==> src/rtl/period_meter.sv <==
// Rising-edge-to-rising-edge period of an async input, in tick units; valid SYNC_STAGES+1 clks after the rise (+FILTER_LEN with PERIOD_FILTER_EN).
// No backpressure: valid is a one-clk pulse and period/overflow hold until the next capture.
// Define PERIOD_FILTER_EN to add the glitch filter on the synchronized input.
module period_meter #(
    parameter int W           = 16,
    parameter int SYNC_STAGES = 2,
    parameter int FILTER_LEN  = 4
) (
    input  logic         clk,
    input  logic         reset,
    input  logic         tick,
    input  logic         sig_in,
    input  logic         clear,
    output logic [W-1:0] period,
    output logic         valid,
    output logic         overflow,
    output logic         timeout
);

    localparam logic [W-1:0] CNT_MAX  = '1;
    localparam logic [0:0]   ST_IDLE  = 1'b0;
    localparam logic [0:0]   ST_MEAS  = 1'b1;

    if (SYNC_STAGES < 2 || FILTER_LEN < 1) begin : g_param_check
        $error("period_meter: SYNC_STAGES must be >= 2 and FILTER_LEN >= 1");
    end

    logic [SYNC_STAGES-1:0] sync_q;
    logic                   s;
    logic                   f;
    logic                   f_d;
    logic                   rise;
    logic [0:0]             state;
    logic [W-1:0]           cnt;
    logic [W:0]             sum;
    logic [W-1:0]           nxt;

    always_ff @(posedge clk or negedge reset) begin
        if (!reset) begin
            sync_q <= '0;
        end else begin
            sync_q <= {sync_q[SYNC_STAGES-2:0], sig_in};
        end
    end

    assign s = sync_q[SYNC_STAGES-1];

`ifdef PERIOD_FILTER_EN
    localparam int FCW = $clog2(FILTER_LEN + 1);

    logic [FCW-1:0] flt_cnt;
    logic           f_q;

    // f follows s only once s has disagreed with it for FILTER_LEN clks in a row
    always_ff @(posedge clk or negedge reset) begin
        if (!reset) begin
            f_q     <= 1'b0;
            flt_cnt <= '0;
        end else if (s == f_q) begin
            flt_cnt <= '0;
        end else if (flt_cnt == FCW'(FILTER_LEN - 1)) begin
            f_q     <= s;
            flt_cnt <= '0;
        end else begin
            flt_cnt <= flt_cnt + 1'b1;
        end
    end

    assign f = f_q;
`else
    assign f = s;
`endif

    always_ff @(posedge clk or negedge reset) begin
        if (!reset) begin
            f_d <= 1'b0;
        end else begin
            f_d <= f;
        end
    end

    assign rise = f & ~f_d;

    // A tick landing in the edge cycle still belongs to the period being closed
    assign sum = {1'b0, cnt} + {{W{1'b0}}, tick};
    assign nxt = sum[W] ? CNT_MAX : sum[W-1:0];

    always_ff @(posedge clk or negedge reset) begin
        if (!reset) begin
            state    <= ST_IDLE;
            cnt      <= '0;
            period   <= '0;
            overflow <= 1'b0;
            valid    <= 1'b0;
        end else begin
            valid <= 1'b0;
            if (clear) begin
                cnt   <= '0;
                state <= ST_IDLE;
            end else begin
                case (state)
                    ST_IDLE: begin
                        cnt <= '0;
                        if (rise) begin
                            state <= ST_MEAS;
                        end
                    end
                    ST_MEAS: begin
                        if (rise) begin
                            period   <= nxt;
                            overflow <= (nxt == CNT_MAX);
                            valid    <= 1'b1;
                            cnt      <= '0;
                        end else begin
                            cnt <= nxt;
                        end
                    end
                    default: begin
                        state <= ST_IDLE;
                        cnt   <= '0;
                    end
                endcase
            end
        end
    end

    // cnt is held at 0 outside MEAS, so saturation alone identifies a stalled input
    assign timeout = (cnt == CNT_MAX);

endmodule
==> config.mk <==
export PLATFORM = sky130hd
export DESIGN_NAME = period_meter
export DESIGN_NICKNAME = d
export VERILOG_FILES = /design/src/rtl/period_meter.sv
export SDC_FILE = /design/constraint.sdc
export NUM_CORES = 1
export LEC_CHECK = 0
export CAP_MARGIN = 40
export CORE_MARGIN = 2
export CORE_UTILIZATION = 54
export CTS_CLUSTER_DIAMETER = 200
export DETAILED_ROUTE_END_ITERATION = 6
export PLACE_DENSITY_LB_ADDON = 0.25
export SYNTH_ARGS = -nofsm -noshare
export SYNTH_HDL_FRONTEND = slang
export SYNTH_SLANG_ARGS = --single-unit
==> constraint.sdc <==
create_clock -name clk -period 2.4 [get_ports clk]
set_input_delay 0.48 -clock clk [delete_from_list [all_inputs] [get_ports clk]]
set_output_delay 0.48 -clock clk [all_outputs]
set_load 0.005 [all_outputs]
== After elaboration in Yosys (flattened, before gate mapping) ==
Cells that the tools add are included.

* Reductions and logical operators: 1
* Muxes and demuxes: 9
* Equal/unequal tests: 2
* Bitwise operators: 4
* $add $sub $neg: 1

{| class="wikitable"
|+ Operators by type and width
! kind !! count
|-
| $mux 16 || 3
|-
| $eq 16x16->1 const B || 2
|-
| $pmux 16 s2 || 1
|-
| $add 16x1->17 || 1
|-
| $mux 1 || 5
|-
| $not 1->1 || 3
|-
| $reduce_and 3->1 || 1
|-
| $and 1x1->1 || 1
|}

* Word-level logic and storage cells: 24
* Output and inout port bits: 19
* Bits of input ports: 5
* Register bits: 38

== Logic depth before layout (Yosys ltp) ==
Gate-level depths: netlist of the first run.

* Depth after elaboration: 5
* Gate-level depth with buffers: 8
* Mapped depth without buffers: 6

== Worst setup path before layout of the first run ==
No wires, ideal clock.

* Path kind: input to register
* From: in tick
* To: reg overflow
* Stages: 8
* Path buffers: 2
* Setup slack: 0.450 ns
* Setup time: 0.092 ns
* Required time: 2.308 ns
* Data arrival time: 1.858 ns
* Cell sequence: ha_1 -> and4_1 -> buf_6 -> and2_4 -> buf_12 -> nand3_4 -> a2111o_1 -> o31ai_2

* Cells in the longest elaborated chain, start to end: 3

{| class="wikitable"
|+ Ends and longest elaborated chain
! element !! line !! text
|-
| from (decl) || 11 || <nowiki>input logic tick,</nowiki>
|-
| $add 16x1->17 || 85 || <nowiki>assign sum = {1'b0, cnt} + {{W{1'b0}}, tick};</nowiki>
|-
| $mux 16 || 86 || <nowiki>assign nxt = sum[W] ? CNT_MAX : sum[W-1:0];</nowiki>
|-
| $eq 16x16->1 || 111 || <nowiki>overflow <= (nxt == CNT_MAX);</nowiki>
|-
| to (signal assigned) || 111 ||
|-
| to (decl) || 16 || <nowiki>output logic overflow,</nowiki>
|}

No other way between the ends.
A chain may end at the register's enable or synchronous reset.

== Worst setup path after layout of the first run ==
* From: reg cnt[15]
* To: out timeout

* Cells in the longest elaborated chain, start to end: 1

{| class="wikitable"
|+ Ends and longest elaborated chain
! element !! line !! text
|-
| from (decl) || 34 || <nowiki>logic [W-1:0] cnt;</nowiki>
|-
| from (signal assigned) || 115 || <nowiki>cnt <= nxt;</nowiki>
|-
| $eq 16x16->1 || 128 || <nowiki>assign timeout = (cnt == CNT_MAX);</nowiki>
|-
| to (decl) || 17 || <nowiki>output logic timeout</nowiki>
|}

No other way between the ends.

==> flow_metrics.tcl, run 1 <==
set metrics [dict create \
    gp_congestion 0.798 \
    slew_headroom_pct 61.7 \
    crit_fanout 6 \
    grtUsageTotal_pct 21.8 \
    synth_xor_area_share_pct 3.79 \
    holdBufCountCts 0 \
    synth.top_cell.area_share_pct 51.5 \
    synth_fa_ha_area_share_pct 1.35 \
    via_count 1468 \
    synth.distinct_cells 40 \
    yosys-top-cells-area "dfrtp_1, nor2_1, o21ai_0, nand2_1, and4_1" \
    slew_violations 0 \
    critPathMaxStageDelay_ns 0.51 \
    core_area_um2 3310 \
    wire_per_inst_um 14.4 \
    end_kind "output port" \
    path_cells "and4_4 -> nand3_1 -> nor2_1 -> clkdlybuf4s50_1" \
    clk_pin_slew_ns 0.12 \
    vdd_drop_max_mv 0.765 \
    synthArstFlopShare_pct 100 \
    rsz0062_at_grt "false" \
    netlist_instances 188 \
    fmax_mhz 441 \
    ys_ff_latch 38 \
    tightest_slew_ns 0.575 \
    viasPerCell 5.56 \
    die_w_um 62.5 \
    rows 21 \
    grt_pass1_vias 1372 \
    nets 224 \
    postRouteWirelength_um 3790 \
    drt_pass1_iterations 4 \
    stdcell_area_um2 2230 \
    fin_crit_ns 2.27 \
    dp_cells 255 \
    antenna_found_initial 0 \
    status "finished clean" \
    cts_tree "built" \
    numPortBuffers 23 \
    worstSetupPathType "flip-flop to output port" \
    area.growth.synth_to_final_pct 20.7 \
    yosysWarnings 0 \
    tns_ns 0 \
    finalSetupViolCount 0 \
    cpLargestDelayFamily "simple AND/OR/NAND/NOR gates" \
    grt_max_degree 39 \
    dpl-instance-area_um2 2130 \
    final_hold_viol_count 0 \
    synthFlopType "dfrtp_1" \
    clk_latency_ns 0.34 \
    grt.overflow.total 0 \
    synth_compound_area_share_pct 12.6 \
    maxCapViolations 0 \
    drive_gt1_share_pct 14.2 \
    io_pins 24 \
    synth_top_family_by_area "simple AND/OR/NAND/NOR gates" \
    synth.cell_area_um2 1850 \
    die-area_um2 3910 \
    synth_fp_nets 195 \
    finClkSkew_ns 0.0110 \
    clk_path_buf_depth 2 \
    n_antenna_cell 0 \
    synth_edf_count 0 \
    cts_sinks 38 \
    synth_top_area_cell "dfrtp_1" \
    setup_ws_ns 0.132 \
    pre_cts_ws_ns -0.0761 \
    antenna_left 0 \
    h-tree-depth 2 \
    cp_num_buf_inv 1 \
    avgSynthCellArea_um2 9.83 \
    cts-root-buf "clkbuf_4" \
    seq_area_frac_synth_pct 51.5 \
    drt_iter0_markers 190 \
    cts_buffers 5 \
    synthMuxAreaShare_pct 2.23 \
    yosys.area_share.simple_pct 23.6 \
    critPathArrivalTime_ns 1.79 \
    layoutNonFillerInstCount 264 \
    grt_pass1_wl_um 6670 \
    powerDensity_nw_per_um2 503 \
    dieHeight_um 62.5 \
    dp.final_hpwl_um 2810 \
    initial_utilization_pct 55.8 \
    worstPathRequired_ns 1.92 \
    slowest_stage "clkdlybuf4s50_1" \
    drcViolationCount 0 \
    min_path_type "flip-flop to flip-flop" \
    start_kind "flip-flop" \
    total_leakage_power_nw 0.950 \
    fin_crit_sh_pct 94.5 \
]
==> report_power, final <==
group	internal [mW]	leakage [nW]	switching, mW
combinational	0.0208	0.391	0.0265
sequential	0.649	0.513	0.00389
clock	0.216	0.0450	0.205
==> sequential cells by signal, indices dropped and copies added (netlist names) <==
signal / flops
cnt: 16
f_d: 1
period: 16
valid: 1
sync_q: 2
overflow: 1
state: 1
==> path summary, 6_finish.rpt <==
check / from / to / slack, ns / cells after the start
min in group asynchronous: reset / cnt[10]$_DFF_PN0_ / 0.55 / 2
worst min-delay path: sync_q[0]$_DFF_PN0_ / sync_q[1]$_DFF_PN0_ / 0.37 / 0
max in group asynchronous: reset / cnt[15]$_DFF_PN0_ / 1.52 / 2
worst max-delay path: cnt[15]$_DFF_PN0_ / timeout / 0.13 / 4
worst max register to register: cnt[0]$_DFF_PN0_ / overflow$_DFFE_PN0P_ / 0.52 / 7
worst min register to register: sync_q[0]$_DFF_PN0_ / sync_q[1]$_DFF_PN0_ / 0.37 / 0
==> cell usage in the layout, fill, tap and decap left out, drive strengths merged, types with 2 or more instances in the layout <==
cell and instances:
dfrtp 38, nor2 27, nand2 23, clkdlybuf4s50 23, o21ai 19, buf 12, nand3 8, and4 7
clkbuf 5, nor2b 4, a41oi 4, nand4 4, xor2 4, xnor2 4, and2 4, mux2i 3
and3 3, inv 2, a21oi 2, a21o 2, a31oi 2, a211oi 2, ha 2, clkinv 2
==> stage by stage <==
step	utilization [%]	total power, mW	hold WS [ns]
4_1_cts	66.9	1.13	0.376
3_5_place_dp	64.5	0.713	0.338
6_report	67.3	1.12	0.372
5_1_grt	67.3	1.17	0.390
3_3_place_gp	64.5	0.712	0.348
2_1_floorplan	-	0.680	0.184
==> cells in the mapped netlist (all sizes together), types with 2 or more instances <==
master / number
o21ai: 19
xor2: 4
dfrtp: 38
and2: 4
and3: 3
nand3: 8
inv: 2
a21o: 2
and4: 7
nand4: 4
a21oi: 2
nand2: 23
mux2i: 3
a211oi: 2
nor2b: 4
clkbuf: 5
ha: 2
buf: 8
nor2: 27
a41oi: 4
xnor2: 4
a31oi: 2
==> kinds of logic after synthesis <==
family | count (synthesis)
simple gates | 85
buf+inv | 15
fa+ha+maj | 2
mux | 4
xor+xnor | 8
compound gates | 36
flops | 38
==> final cells by class <==
type                            instances  area [um^2]
Fill cell                             264         1080
Sequential cell                        38          957
Multi-Input combinational cell        135          810
Timing Repair Buffer                   35          320
Tap cell                               46         57.6
Clock inverter                          3         40.0
Clock buffer                            5         37.5
Inverter                                2         7.51
==> worst reg2reg max path, cell delays in order, from the launching register on <==
cell	delay, ns
dfrtp_1	0.39
ha_1	0.22
and4_1	0.29
buf_4	0.14
a41oi_1	0.14
a211oi_1	0.24
o211ai_1	0.15
o31ai_2	0.22
==> metal layers <==
| metal | part of all wire, % | global-route usage (%) |
|---|---|---|
| met1 | 49 | 33.8 |
| met2 | 44 | 30.2 |
| met3 | 6.0 | 5.41 |
| met4 | 1.3 | 6.39 |
| met5 | 0 | 0 |
==> timing repair <==
item | 4_1_cts | 5_1_grt
setup buffers | 0 | 1
setup endpoints to repair | 1 | 1
pin swaps | 0 | 1
gates resized for setup | 1 | 7
hold endpoints to repair | 0 | 0
(Power assumes the default switching activity.)
==> inputs of run 2 (changes only) <==
--- a/config.mk
+++ b/config.mk
@@ -6,11 +6,12 @@
 export NUM_CORES = 1
 export LEC_CHECK = 0
 export CAP_MARGIN = 40
+export CORE_ASPECT_RATIO = 1.75
 export CORE_MARGIN = 2
-export CORE_UTILIZATION = 54
+export CORE_UTILIZATION = 37
 export CTS_CLUSTER_DIAMETER = 200
 export DETAILED_ROUTE_END_ITERATION = 6
-export PLACE_DENSITY_LB_ADDON = 0.25
+export PLACE_DENSITY_LB_ADDON = 0.05
 export SYNTH_ARGS = -nofsm -noshare
 export SYNTH_HDL_FRONTEND = slang
 export SYNTH_SLANG_ARGS = --single-unit
==> run 2 against run 1 <==
Clock power is 5.7% higher. Clock-buffer cell count is 2 higher. Sequential power hardly changed. Power is 2.2% higher. Fmax is 1.8% lower. Register-to-register slack worse by 0.05 ns. Critical path type unchanged. Setup slack worse by 0.042 ns. Via count is 1.0% higher. Non-clock buffer count is 3 higher. Design area is 1.6% higher. Clock skew is 0.0023 ns lower. Highest routed layer unchanged. Sequential share of layout area is 0.94 points lower.
==> flow_metrics.tcl, run 2 (synthesized netlist as in run 1, its figures left out) <==
set metrics [dict create \
    worstSetupPathType "flip-flop to output port" \
    slew_violations 0 \
    stdcell_area_um2 2260 \
    grt_max_degree 39 \
    maxCapViolations 0 \
    grt_pass1_vias 1478 \
    nets 227 \
    reg2regPathDepth 7 \
    cts_tree "built" \
    met3_length_um 137 \
    critPathMaxStageDelay_ns 0.51 \
    finClkSkew_ns 0.00870 \
    drcViolationCount 0 \
    path_cells "and4_4 -> nand3_1 -> nor2_1 -> clkdlybuf4s50_1" \
    fin_crit_ns 2.31 \
    dp_cells 267 \
    layoutNonFillerInstCount 275 \
    power_mw 1.15 \
    worstPathRequired_ns 1.92 \
    start_kind "flip-flop" \
    tns_ns 0 \
    fmax_mhz 433 \
    end_kind "output port" \
    io_pins 24 \
    status "finished clean" \
    final_hold_viol_count 0 \
    fillCellCount 472 \
    initial_utilization_pct 37.8 \
    r2r_slack_ns 0.47 \
    total_leakage_power_nw 0.977 \
    cp_num_buf_inv 1 \
    seq_area_um2 951 \
    die-area_um2 5600 \
    cts_sinks 38 \
    via_count 1483 \
    drt_pass1_iterations 4 \
    final_cell_mix "dfrtp_1, nor2_1, nand2_1" \
    drt_iter0_markers 41 \
    hold-worst-slack_ns 0.284 \
    r2r-end "overflow$_DFFE_PN0P_" \
    clk_latency_ns 0.29 \
    postRouteWirelength_um 4310 \
    dieHeight_um 97.5 \
    fin_util_pct 46.3 \
    met1_length_um 1920 \
    holdBufCountCts 0 \
    tightest_slew_ns 0.818 \
    rsz0062_at_grt "false" \
    core_area_um2 4890 \
    wl_met2_um 2140 \
    grt.overflow.total 0 \
    cp_num_cells 4 \
    rows 34 \
    viasPerCell 5.39 \
    grt_pass1_wl_um 7260 \
    h-tree-depth 2 \
    numPortBuffers 23 \
    min_path_type "input pin to asynchronous set/reset pin" \
    fin_crit_sh_pct 96.3 \
    clk_pin_slew_ns 0.07 \
    layout_commonest_cell "dfrtp_1" \
    n_antenna_cell 0 \
    drive_gt1_share_pct 13.1 \
    grtUsageTotal_pct 16.7 \
    cpLargestDelayFamily "simple AND/OR/NAND/NOR gates" \
    multiInputGateArea_um2 810 \
    crit_fanout 6 \
    cts_buffers 5 \
    setup_ws_ns 0.0898 \
    reg2reg_from "cnt[0]$_DFF_PN0_" \
    cts-root-buf "clkbuf_8" \
    biggestRegsByFlops "cnt: 16 flops, period: 16 flops, sync_q: 2 flops" \
    slowest_stage "clkdlybuf4s50_1" \
    gp_congestion 0.808 \
    antenna_found_initial 0 \
    die_w_um 57.4 \
    wire_per_inst_um 15.7 \
    pre_cts_ws_ns -0.134 \
    top_layer_used "met4" \
    area.growth.synth_to_final_pct 22.5 \
    critPathArrivalTime_ns 1.83 \
    clk_path_buf_depth 2 \
    startpoint "cnt[15]$_DFF_PN0_" \
    finalSetupViolCount 0 \
    crit_end "timeout" \
    vdd_drop_max_mv 0.513 \
    antenna_left 0 \
    powerDensity_nw_per_um2 506 \
    dpl-instance-area_um2 2170 \
    dp.final_hpwl_um 3240 \
    slew_headroom_pct 45.4 \
]
[run 2: changes by cell type in the layout (fill, tap and decap cells not counted), sizes merged]
cell,previous run,this run
clkbuf,5,7
clkinv,2,1
buf,12,16
clkdlybuf4s50,23,22
bufinv,1,0
[run 2: worst min path at each step]
stage                        start                   to  cells past startpoint
3_3_place_gp   sync_q[0]$_DFF_PN0_  sync_q[1]$_DFF_PN0_                      0
4_1_cts                      reset  sync_q[1]$_DFF_PN0_                      1
6_report                     reset  sync_q[0]$_DFF_PN0_                      1
5_1_grt                      reset  sync_q[1]$_DFF_PN0_                      1
3_5_place_dp   sync_q[0]$_DFF_PN0_  sync_q[1]$_DFF_PN0_                      0
2_1_floorplan                reset     cnt[0]$_DFF_PN0_                      0
[run 2: layout make-up]
type | instances | area share, %
inverter | 2 | 0.331
timing repair buffer | 38 | 14.9
multi-input combinational | 135 | 35.7
sequential | 38 | 42.0
clock buffer | 7 | 3.81
clock inverter | 1 | 0.221
tap | 54 | 2.98
[run 2: power breakdown]
group / internal, mW / total, mW / switching, mW
logic: 0.0190 / 0.0476 / 0.0287
registers: 0.649 / 0.653 / 0.00361
clock network: 0.232 / 0.445 / 0.214
[run 2: repair_timing]
item,CTS,global route
resized for setup,1,2
setup buffers,0,0
endpoints found under the setup margin,1,1
[run 2: worst register-to-register path, cell delays in order, from the launching register on]
cell	delay, ns
dfrtp_1	0.37
ha_1	0.19
and4_1	0.32
buf_4	0.16
a41oi_1	0.13
a211oi_1	0.30
o211ai_1	0.15
o31ai_2	0.23
[run 2: layer usage]
metal,global-route usage [%],vias to the layer above
met5,0,-
met4,8.05,0
met3,3.06,11
met2,26.2,39
met1,21.7,721
li1,-,712
